## config.mk

```make
export PLATFORM = sky130hd
export DESIGN_NAME = parity_engine_flat
export DESIGN_NICKNAME = d
export VERILOG_FILES = /design/src/rtl/parity_engine_if.sv /design/src/rtl/parity_engine.sv /design/src/flat_wrapper.sv
export SDC_FILE = /design/constraint.sdc
export NUM_CORES = 1
export LEC_CHECK = 0
export BUFFER_PORTS_ARGS = -buffer_cell sky130_fd_sc_hd__clkbuf_2
export CORE_MARGIN = 2
export CORE_UTILIZATION = 52
export CTS_CLUSTER_SIZE = 30
export DETAILED_ROUTE_END_ITERATION = 8
export HOLD_SLACK_MARGIN = 0.08
export PLACE_DENSITY_LB_ADDON = 0.2
export SLEW_MARGIN = 20
export SYNTH_ARGS = -nofsm -noshare
export SYNTH_HDL_FRONTEND = slang
export SYNTH_SLANG_ARGS = --single-unit
```

## constraint.sdc

```tcl
create_clock -name CLK -period 2.1 [get_ports CLK]
set_input_delay 0.21 -clock CLK [delete_from_list [all_inputs] [get_ports CLK]]
set_output_delay 0.21 -clock CLK [all_outputs]
set_load 0.1 [all_outputs]
```

## src/rtl/parity_engine_if.sv

```systemverilog
// Handshake and configuration bundle for parity_engine: upstream word and config in,
// downstream word, parity and error status out, plus error-counter clear/readback.
interface parity_engine_if #(
   parameter int DATA_WIDTH    = 8,
   parameter int ERR_CNT_WIDTH = 8
);
   logic                     Par_En;
   logic [1:0]               Par_Type;
   logic                     Mode;
   logic                     In_Valid;
   logic                     In_Ready;
   logic [DATA_WIDTH-1:0]    In_Data;
   logic                     In_Par_Bit;
   logic                     Out_Valid;
   logic                     Out_Ready;
   logic [DATA_WIDTH-1:0]    Out_Data;
   logic                     Out_Par_Bit;
   logic                     Par_Err;
   logic                     Err_Clr;
   logic [ERR_CNT_WIDTH-1:0] Err_Count;

   modport master (
      output Par_En, Par_Type, Mode, In_Valid, In_Data, In_Par_Bit, Out_Ready, Err_Clr,
      input  In_Ready, Out_Valid, Out_Data, Out_Par_Bit, Par_Err, Err_Count
   );

   modport slave (
      input  Par_En, Par_Type, Mode, In_Valid, In_Data, In_Par_Bit, Out_Ready, Err_Clr,
      output In_Ready, Out_Valid, Out_Data, Out_Par_Bit, Par_Err, Err_Count
   );
endinterface

```

## src/rtl/parity_engine.sv

```systemverilog
// Parity generate/check stage, 1-cycle latency into an empty 2-entry buffer; sustains
// 1 word/cycle under backpressure, In_Ready drops only when both entries are occupied.
module parity_engine #(
   parameter int DATA_WIDTH    = 8,
   parameter int ERR_CNT_WIDTH = 8
) (
   input logic             CLK,
   input logic             RST,
   parity_engine_if.slave  bus
);
   typedef struct packed {
      logic [DATA_WIDTH-1:0] data;
      logic                  par;
      logic                  err;
   } entry_t;

   typedef enum logic [1:0] {EMPTY, ONE, FULL} state_t;

   localparam logic [ERR_CNT_WIDTH-1:0] CNT_MAX = '1;
   localparam logic [ERR_CNT_WIDTH-1:0] CNT_ONE = ERR_CNT_WIDTH'(1);

   state_t                   state, state_nxt;
   entry_t                   head, tail, new_entry;
   logic                     par_calc;
   logic                     accept, deliver;
   logic [ERR_CNT_WIDTH-1:0] err_cnt;

   always_comb begin
      par_calc = 1'b0;
      case (bus.Par_Type)
         2'b00:   par_calc = ^bus.In_Data;
         2'b01:   par_calc = ~^bus.In_Data;
         2'b10:   par_calc = 1'b1;
         default: par_calc = 1'b0;
      endcase
   end

   // Config and received parity bit are captured with the word so later changes cannot touch it.
   always_comb begin
      new_entry.data = bus.In_Data;
      new_entry.par  = bus.Par_En & par_calc;
      new_entry.err  = bus.Par_En & bus.Mode & (bus.In_Par_Bit != par_calc);
   end

   assign bus.In_Ready    = (state != FULL);
   assign bus.Out_Valid   = (state != EMPTY);
   assign bus.Out_Data    = head.data;
   assign bus.Out_Par_Bit = head.par;
   assign bus.Par_Err     = head.err;
   assign bus.Err_Count   = err_cnt;

   assign accept  = bus.In_Valid & bus.In_Ready;
   assign deliver = bus.Out_Valid & bus.Out_Ready;

   always_ff @(posedge CLK or negedge RST) begin
      if (!RST) state <= EMPTY;
      else      state <= state_nxt;
   end

   always_comb begin
      state_nxt = state;
      case (state)
         EMPTY: if (accept) state_nxt = ONE;
         ONE: begin
            if (accept && !deliver)      state_nxt = FULL;
            else if (!accept && deliver) state_nxt = EMPTY;
         end
         FULL:    if (deliver) state_nxt = ONE;
         default: state_nxt = EMPTY;
      endcase
   end

   // head is always the word on Out_*; tail only holds the second word while FULL.
   always_ff @(posedge CLK or negedge RST) begin
      if (!RST) begin
         head <= '0;
         tail <= '0;
      end else begin
         case (state)
            EMPTY: if (accept) head <= new_entry;
            ONE: begin
               if (accept && deliver) head <= new_entry;
               else if (accept)       tail <= new_entry;
            end
            FULL:    if (deliver) head <= tail;
            default: ;
         endcase
      end
   end

   // A clear coinciding with an erroneous accept restarts the count at one.
   always_ff @(posedge CLK or negedge RST) begin
      if (!RST) begin
         err_cnt <= '0;
      end else if (bus.Err_Clr) begin
         err_cnt <= (accept && new_entry.err) ? CNT_ONE : '0;
      end else if (accept && new_entry.err && err_cnt != CNT_MAX) begin
         err_cnt <= err_cnt + CNT_ONE;
      end
   end
endmodule

```

## src/flat_wrapper.sv

```systemverilog
// flat-port wrapper written by rule: the top's interface ports become plain ports
module parity_engine_flat 
#(
   parameter int DATA_WIDTH    = 8,
   parameter int ERR_CNT_WIDTH = 8
)
  (CLK, RST, bus_Par_En, bus_Par_Type, bus_Mode, bus_In_Valid, bus_In_Data, bus_In_Par_Bit, bus_Out_Ready, bus_Err_Clr, bus_In_Ready, bus_Out_Valid, bus_Out_Data, bus_Out_Par_Bit, bus_Par_Err, bus_Err_Count);
  parity_engine_if #(.DATA_WIDTH(DATA_WIDTH), .ERR_CNT_WIDTH(ERR_CNT_WIDTH)) bus_i ();
  input logic CLK;
  input logic RST;
  input wire logic [$bits(bus_i.Par_En)-1:0] bus_Par_En;
  input wire logic [$bits(bus_i.Par_Type)-1:0] bus_Par_Type;
  input wire logic [$bits(bus_i.Mode)-1:0] bus_Mode;
  input wire logic [$bits(bus_i.In_Valid)-1:0] bus_In_Valid;
  input wire logic [$bits(bus_i.In_Data)-1:0] bus_In_Data;
  input wire logic [$bits(bus_i.In_Par_Bit)-1:0] bus_In_Par_Bit;
  input wire logic [$bits(bus_i.Out_Ready)-1:0] bus_Out_Ready;
  input wire logic [$bits(bus_i.Err_Clr)-1:0] bus_Err_Clr;
  output wire logic [$bits(bus_i.In_Ready)-1:0] bus_In_Ready;
  output wire logic [$bits(bus_i.Out_Valid)-1:0] bus_Out_Valid;
  output wire logic [$bits(bus_i.Out_Data)-1:0] bus_Out_Data;
  output wire logic [$bits(bus_i.Out_Par_Bit)-1:0] bus_Out_Par_Bit;
  output wire logic [$bits(bus_i.Par_Err)-1:0] bus_Par_Err;
  output wire logic [$bits(bus_i.Err_Count)-1:0] bus_Err_Count;
  assign bus_i.Par_En = bus_Par_En;
  assign bus_i.Par_Type = bus_Par_Type;
  assign bus_i.Mode = bus_Mode;
  assign bus_i.In_Valid = bus_In_Valid;
  assign bus_i.In_Data = bus_In_Data;
  assign bus_i.In_Par_Bit = bus_In_Par_Bit;
  assign bus_i.Out_Ready = bus_Out_Ready;
  assign bus_i.Err_Clr = bus_Err_Clr;
  assign bus_In_Ready = bus_i.In_Ready;
  assign bus_Out_Valid = bus_i.Out_Valid;
  assign bus_Out_Data = bus_i.Out_Data;
  assign bus_Out_Par_Bit = bus_i.Out_Par_Bit;
  assign bus_Par_Err = bus_i.Par_Err;
  assign bus_Err_Count = bus_i.Err_Count;
  parity_engine #(.DATA_WIDTH(DATA_WIDTH), .ERR_CNT_WIDTH(ERR_CNT_WIDTH)) u_core (.CLK(CLK), .RST(RST), .bus(bus_i));
endmodule
```

==> results of run 1 <==
[registers in the layout, indices dropped and copies added (netlist names)]
name                    count
u_core.bus.Err_Count        8
u_core.bus.Par_Err          1
u_core.tail                10
u_core.state                2
u_core.bus.Out_Par_Bit      1
u_core.bus.Out_Data         8
[metrics by stage]
stage / utilization [%] / instance area, um2 / setup slack [ns]
floorplan: - / 1554 / 0.03457
global placement: 65.81 / 1831 / -0.002210
detailed placement: 65.81 / 1831 / -0.07656
CTS: 68.69 / 1911 / 0.1485
global route: 68.78 / 1913 / 0.06344
finish: 68.78 / 1913 / 0.1927
[metal layers]
| metal | GRT usage [%] | part of all wire, % | vias to the layer above |
|---|---|---|---|
| met2 | 37.72 | 51 | 43 |
| met5 | 0 | 0 | - |
| li1 | - | - | 661 |
| met1 | 26.77 | 42 | 659 |
| met4 | 9.967 | 1.5 | 0 |
| met3 | 7.473 | 5.9 | 6 |
[critical path: stages, from the launching register on]
cell and delay, ns:
sky130_fd_sc_hd__dfrtp_1 0.44, sky130_fd_sc_hd__nor2b_1 0.16, sky130_fd_sc_hd__inv_1 0.07, sky130_fd_sc_hd__nand4_1 0.10
sky130_fd_sc_hd__or3b_4 0.44, sky130_fd_sc_hd__buf_4 0.17, sky130_fd_sc_hd__or3b_1 0.35, sky130_fd_sc_hd__a21oi_1 0.12
[final cells by class]
type                            count  area share [%]
Tap cell                           31           2.027
Timing Repair Buffer               48           15.04
Multi-Input combinational cell    122           39.05
Clock inverter                      1          0.2616
Inverter                            5          0.9810
Clock buffer                        7           2.878
Sequential cell                    30           39.76
[worst paths after layout]
| path | cells past startpoint | to | slack (ns) |
|---|---|---|---|
| setup / recovery | 7 | u_core.bus.Err_Count[1]$_DFFE_PN0P_ | 0.19 |
| hold / removal | 3 | u_core.tail[1]$_DFFE_PN0P_ | 0.14 |
| setup reg to reg | 7 | u_core.bus.Err_Count[1]$_DFFE_PN0P_ | 0.19 |
| hold reg to reg | 1 | u_core.bus.Par_Err$_DFFE_PN0P_ | 0.50 |
| max in group asynchronous | 2 | u_core.bus.Err_Count[3]$_DFFE_PN0P_ | 1.13 |
| min in group asynchronous | 2 | u_core.bus.Out_Data[3]$_DFFE_PN0P_ | 0.47 |
[Yosys cell counts, drive strengths merged]
cell type,count,area (um2)
nor3b,1,7.510
nor2b,5,31.28
o31ai,1,7.510
clkbuf,5,18.77
inv,5,18.77
o311ai,1,8.760
nor4,2,18.77
o21ai,4,20.02
nor2,21,78.83
xnor2,7,61.31
o22ai,1,6.260
or2,1,6.260
ha,1,12.51
o41ai,1,8.760
o21bai,1,7.510
xor2,3,26.28
o32ai,1,8.760
a21oi,6,30.03
and3,1,6.260
nand4b,1,8.760
or3b,2,17.52
a31oi,9,56.30
buf,1,11.26
nand3,5,25.02
dfrtp,30,750.7
nand4,1,6.260
nand2b,3,18.77
mux2,12,135.1
o21a,1,7.510
nor3,5,25.02
nand3b,1,7.510
nand2,24,90.09
[cells by family after synthesis]
family                     Yosys count  share of synthesized area (%)
DFF                                 30                          48.62
buffers and inverters               11                          3.161
muxes                               12                          8.752
xor gates and xnor gates            10                          5.673
and+or+nand+nor                     73                          22.53
adders and majority gates            1                         0.8102
AOI/OAI and AO/OA                   26                          10.45
[power by group through the flow]
stage	registers (W)	clock network, W	logic, W
floorplan	0.00123	0	0.000290
global placement	0.000798	0	0.000890
detailed placement	0.000808	0	0.000910
CTS	0.000798	0.000370	0.000912
global route	0.000820	0.000402	0.000962
finish	0.000799	0.000356	0.000906
[cell usage in the layout, fill, tap and decap left out, drive strengths merged, types with 3 or more instances in the layout]
master / count
a21oi: 6
a31oi: 9
buf: 10
clkbuf: 43
dfrtp: 30
inv: 5
mux2: 12
nand2: 24
nand2b: 3
nand3: 5
nor2: 21
nor2b: 5
nor3: 5
o21ai: 4
xnor2: 7
xor2: 3
[repair_timing]
action	in CTS	in global routing
endpoints found under the hold margin	31	0
resized for setup	0	1
setup endpoints to repair	0	1
hold buffers	2	0
==> metrics.log, run 1 <==
INFO  metric outcome = finished clean
INFO  metric cts_inserted_buffers = 5
INFO  metric postSynthRegisterBits = 30
INFO  metric max-clock-path-buffers = 2
INFO  metric grt-ovfl-total = 0
INFO  metric synth_seq_area_share = 48.62%
INFO  metric all_layer_gr_usage = 22.69%
INFO  metric critPathCaptureType = flop
INFO  metric cellLeakagePower = 0.8635 nW
INFO  metric timing.critical_path.from_type = flop
INFO  metric max_slew.worst_pin.slew = 0.7281 ns
INFO  metric route.detailed.wl_per_inst = 13.44 um
INFO  metric drt-vias-per-instance = 5.611
INFO  metric multi_input_area = 747.0 um2
INFO  metric start_util = 55.51%
INFO  metric maximum_frequency_from_static_timing_analysis = 524.3 MHz
INFO  metric area_growth = 23.91%
INFO  metric final-max-slew-violation-count = 0
INFO  metric synth_fp_nets = 182
INFO  metric clock_tree.htree_level_count = 2
INFO  metric path_max_fanout = 8
INFO  metric net_total_in_the_final_layout = 231
INFO  metric worstPathRequired = 2.36 ns
INFO  metric std_cell_rows = 19
INFO  metric timing.clock.skew = 0.008537 ns
INFO  metric fp.coreArea = 2781 um2
INFO  metric holdCritPathClass = in -> reg
INFO  metric final_min_period_over_clock_period = 90.82%
INFO  metric setup_viol = 0
INFO  metric grt_antenna_before_repair = 0
INFO  metric p_per_area = 1078 nW/um2
INFO  metric vias = 1369
INFO  metric post-cts-setup-buffer-count = 0
INFO  metric stdcell_count = 244
INFO  metric max_cap_viol_count = 0
INFO  metric tritoncts_num_sinks = 30
INFO  metric total_of_warnings_raised_by_yosys = 0
INFO  metric post_synth.cell_area_avg = 9.472 um2
INFO  metric die_height = 58.49 um
INFO  metric grt_setup_unrepaired = no
INFO  metric n_fill_cell = 239
INFO  metric wire_length_of_the_first_global_routing_pass = 5.782 mm
INFO  metric sw_share = 47.10%
INFO  metric latest_clock_arrival_within_the_worst_skew_pair = 0.33 ns
INFO  metric placedCellCount = 234
INFO  metric fp.dieW = 58.49 um
INFO  metric worst_r2r_startpoint = u_core.state[1]$_DFFE_PN0P_
INFO  metric setup_tns = 0 ns
INFO  metric slew_headroom = 51.46%
INFO  metric switchingPower = 0.0009710 W
INFO  metric ant_nets = 0
INFO  metric number_of_drc_markers_after_the_initial_detailed_route_iteration = 58
INFO  metric grt_pass1_vias = 1306
INFO  metric cts_root_buf = sky130_fd_sc_hd__clkbuf_4
INFO  metric power.share.combinational = 44.0%
INFO  metric worstSetupPathType = reg -> reg
INFO  metric finalHoldWorstSlack = 0.1427 ns
INFO  metric internal_power = 0.001091 W
INFO  metric pwr-share-seq = 38.8%
INFO  metric timing.final.crit_period = 1.907 ns
INFO  metric layout.area.seq = 760.7 um2
INFO  metric floorplan.die_area = 3421 um2
INFO  metric detail_route.first_pass.iterations = 4
INFO  metric syn_area = 1544 um2
INFO  metric arr_time_crit_path = 2.16 ns
INFO  metric startpoint = u_core.state[1]$_DFFE_PN0P_
INFO  metric diodes = 0
INFO  metric hold_path.startpoint = bus_Par_En
INFO  metric ir_worst_vdd = 0.0008659 V
INFO  metric tritoncts = done
INFO  metric report.final.hold_viol_count = 0
INFO  metric number_of_different_library_cells_in_the_post_synthesis_netlist = 33
INFO  metric place.port_buffers = 37
INFO  metric largest_net_degree_at_the_start_of_global_routing = 31
INFO  metric totalPowerFinal = 0.002062 W
INFO  metric drcViolationCount = 0
INFO  metric fraction_of_layout_instances_using_a_drive_strength_above_1 = 35.68%
INFO  metric clock_power_share = 17.3%
INFO  metric totalWireLength = 3.280 mm
INFO  metric hpwlAfterDp = 2.456 mm
INFO  metric clk_pin_slew_worst_paths = 0.09 ns
INFO  metric io_pins = 38
INFO  metric synthCells = 163
INFO  metric place_congestion = 0.8677
No activity file was read; power rests on OpenSTA's default activity.
==> run 2, diff against run 1 <==
- RECOVER_POWER: not set -> 50
==> run 2 against run 1 <==
Against the previous run: sequential share of layout area grew 0.31 points; total power shrank 0.39%; sequential power is essentially flat; maximum frequency is essentially flat; count of clock-buffer cells in the layout is the same; utilization shrank 0.54 points; clock skew is essentially flat; routed wire length grew 0.61%.
==> metrics.log, run 2 (synthesis gave the netlist of run 1 again) <==
INFO  metric latest_clock_arrival_within_the_worst_skew_pair = 0.33 ns
INFO  metric n_fill_cell = 247
INFO  metric detail_route.first_pass.iterations = 4
INFO  metric totalWireLength = 3.300 mm
INFO  metric timing.critical_path.from_type = flop
INFO  metric vias = 1373
INFO  metric fraction_of_layout_instances_using_a_drive_strength_above_1 = 30.99%
INFO  metric grt_antenna_before_repair = 0
INFO  metric max-clock-path-buffers = 2
INFO  metric clock_tree.htree_level_count = 2
INFO  metric report.final.hold_viol_count = 0
INFO  metric final-max-slew-violation-count = 0
INFO  metric setup_viol = 0
INFO  metric tritoncts_num_sinks = 30
INFO  metric totalPowerFinal = 0.002054 W
INFO  metric fp.coreArea = 2781 um2
INFO  metric layout_commonest_cell = sky130_fd_sc_hd__clkbuf_2
INFO  metric grt-ovfl-total = 0
INFO  metric place_congestion = 0.8677
INFO  metric cellLeakagePower = 0.8331 nW
INFO  metric route.detailed.wl_per_inst = 13.52 um
INFO  metric grt_pass1_vias = 1306
INFO  metric io_pins = 38
INFO  metric worstPathRequired = 2.37 ns
INFO  metric all_layer_gr_usage = 22.69%
INFO  metric critPathCaptureType = flop
INFO  metric outcome = finished clean
INFO  metric diodes = 0
INFO  metric ant_nets = 0
INFO  metric tritoncts = done
INFO  metric hpwlAfterDp = 2.456 mm
INFO  metric die_height = 58.49 um
INFO  metric timing.clock.skew = 0.008776 ns
INFO  metric ir_worst_vdd = 0.0008614 V
INFO  metric largest_net_degree_at_the_start_of_global_routing = 31
INFO  metric area_growth = 22.93%
INFO  metric number_of_flip_flops_under_the_largest_register_name = 10
INFO  metric max_slew.worst_pin.slew = 1.167 ns
INFO  metric holdCritPathClass = in -> reg
INFO  metric std_cell_rows = 19
INFO  metric cts_inserted_buffers = 5
INFO  metric finalHoldWorstSlack = 0.1351 ns
INFO  metric layout.cells.most_common_list = sky130_fd_sc_hd__clkbuf_2, sky130_fd_sc_hd__nand2_1, sky130_fd_sc_hd__dfrtp_1
INFO  metric layout.area.seq = 760.7 um2
INFO  metric floorplan.die_area = 3421 um2
INFO  metric number_of_drc_markers_after_the_initial_detailed_route_iteration = 33
INFO  metric place.port_buffers = 37
INFO  metric cts_root_buf = sky130_fd_sc_hd__clkbuf_4
INFO  metric largest_register = u_core.tail
INFO  metric post-cts-setup-buffer-count = 0
INFO  metric clk_pin_slew_worst_paths = 0.09 ns
INFO  metric final_min_period_over_clock_period = 90.88%
INFO  metric start_util = 55.51%
INFO  metric path_max_fanout = 8
INFO  metric fp.dieW = 58.49 um
INFO  metric drt-vias-per-instance = 5.627
INFO  metric worstSetupPathType = reg -> reg
INFO  metric grt_setup_unrepaired = no
INFO  metric slew_headroom = 22.52%
INFO  metric timing.final.crit_period = 1.908 ns
INFO  metric p_per_area = 1082 nW/um2
INFO  metric multi_input_area = 747.0 um2
INFO  metric maximum_frequency_from_static_timing_analysis = 524.0 MHz
INFO  metric drcViolationCount = 0
INFO  metric max_cap_viol_count = 0
INFO  metric net_total_in_the_final_layout = 231
INFO  metric arr_time_crit_path = 2.17 ns
INFO  metric wire_length_of_the_first_global_routing_pass = 5.782 mm
## run 2: stage by stage
step / worst slack [ns] / cells / area (um2) / TNS [ns] / util, %
4_1_cts: 0.1485 / 244 / 1911 / 0 / 68.69
6_report: 0.1915 / 244 / 1898 / 0 / 68.24
2_1_floorplan: 0.03457 / 163 / 1554 / 0 / -
5_1_grt: 0.07031 / 244 / 1898 / 0 / 68.24
3_3_place_gp: -0.002210 / 234 / 1831 / -0.002210 / 65.81
3_5_place_dp: -0.07656 / 234 / 1831 / -0.2465 / 65.81
## run 2: worst paths after layout
| kind | start | to | slack [ns] | depth (start not counted) |
|---|---|---|---|---|
| setup / recovery | u_core.state[1]$_DFFE_PN0P_ | u_core.bus.Err_Count[1]$_DFFE_PN0P_ | 0.19 | 7 |
| hold / removal | bus_Par_En | u_core.tail[1]$_DFFE_PN0P_ | 0.14 | 3 |
| setup reg to reg | u_core.state[1]$_DFFE_PN0P_ | u_core.bus.Err_Count[1]$_DFFE_PN0P_ | 0.19 | 7 |
| hold reg to reg | u_core.bus.Par_Err$_DFFE_PN0P_ | u_core.bus.Par_Err$_DFFE_PN0P_ | 0.50 | 1 |
| max in group asynchronous | RST | u_core.bus.Err_Count[3]$_DFFE_PN0P_ | 1.13 | 2 |
| min in group asynchronous | RST | u_core.bus.Out_Data[3]$_DFFE_PN0P_ | 0.46 | 2 |
## run 2: power breakdown
part / switching [W] / internal [W]
logic: 0.000695 / 0.000199
clock network: 0.000198 / 0.000162
registers: 0.0000840 / 0.000715
total: 0.000977 / 0.00108
## run 2: what timing repair did
item                                    in CTS  in global routing
gates resized for setup                      0                  1
endpoints found under the setup margin       0                  1
hold buffers                                 2                  0
endpoints found under the hold margin       31                  0
## run 2: layer usage
layer / wire [um] / global-route usage (%) / vias to the layer above
met5: 0 / 0 / -
met4: 80 / 9.967 / 0
met3: 172 / 7.473 / 11
met2: 1651 / 37.72 / 34
met1: 1394 / 26.77 / 670
li1: - / - / 658
## run 2: cell type report
cell class,instances,area share [%]
multi-input combinational,122,39.35
clock inverter,1,0.2637
clock buffer,7,2.900
timing repair buffer,48,14.37
inverter,5,0.9888
sequential,30,40.08
tap,31,2.044
## run 2: worst max-delay path, stage by stage (launching register included)
cell and delay [ns]:
sky130_fd_sc_hd__dfrtp_1 0.44, sky130_fd_sc_hd__nor2b_1 0.16, sky130_fd_sc_hd__inv_1 0.07, sky130_fd_sc_hd__nand4_1 0.10
sky130_fd_sc_hd__or3b_4 0.44, sky130_fd_sc_hd__buf_4 0.17, sky130_fd_sc_hd__or3b_1 0.35, sky130_fd_sc_hd__a21oi_1 0.12
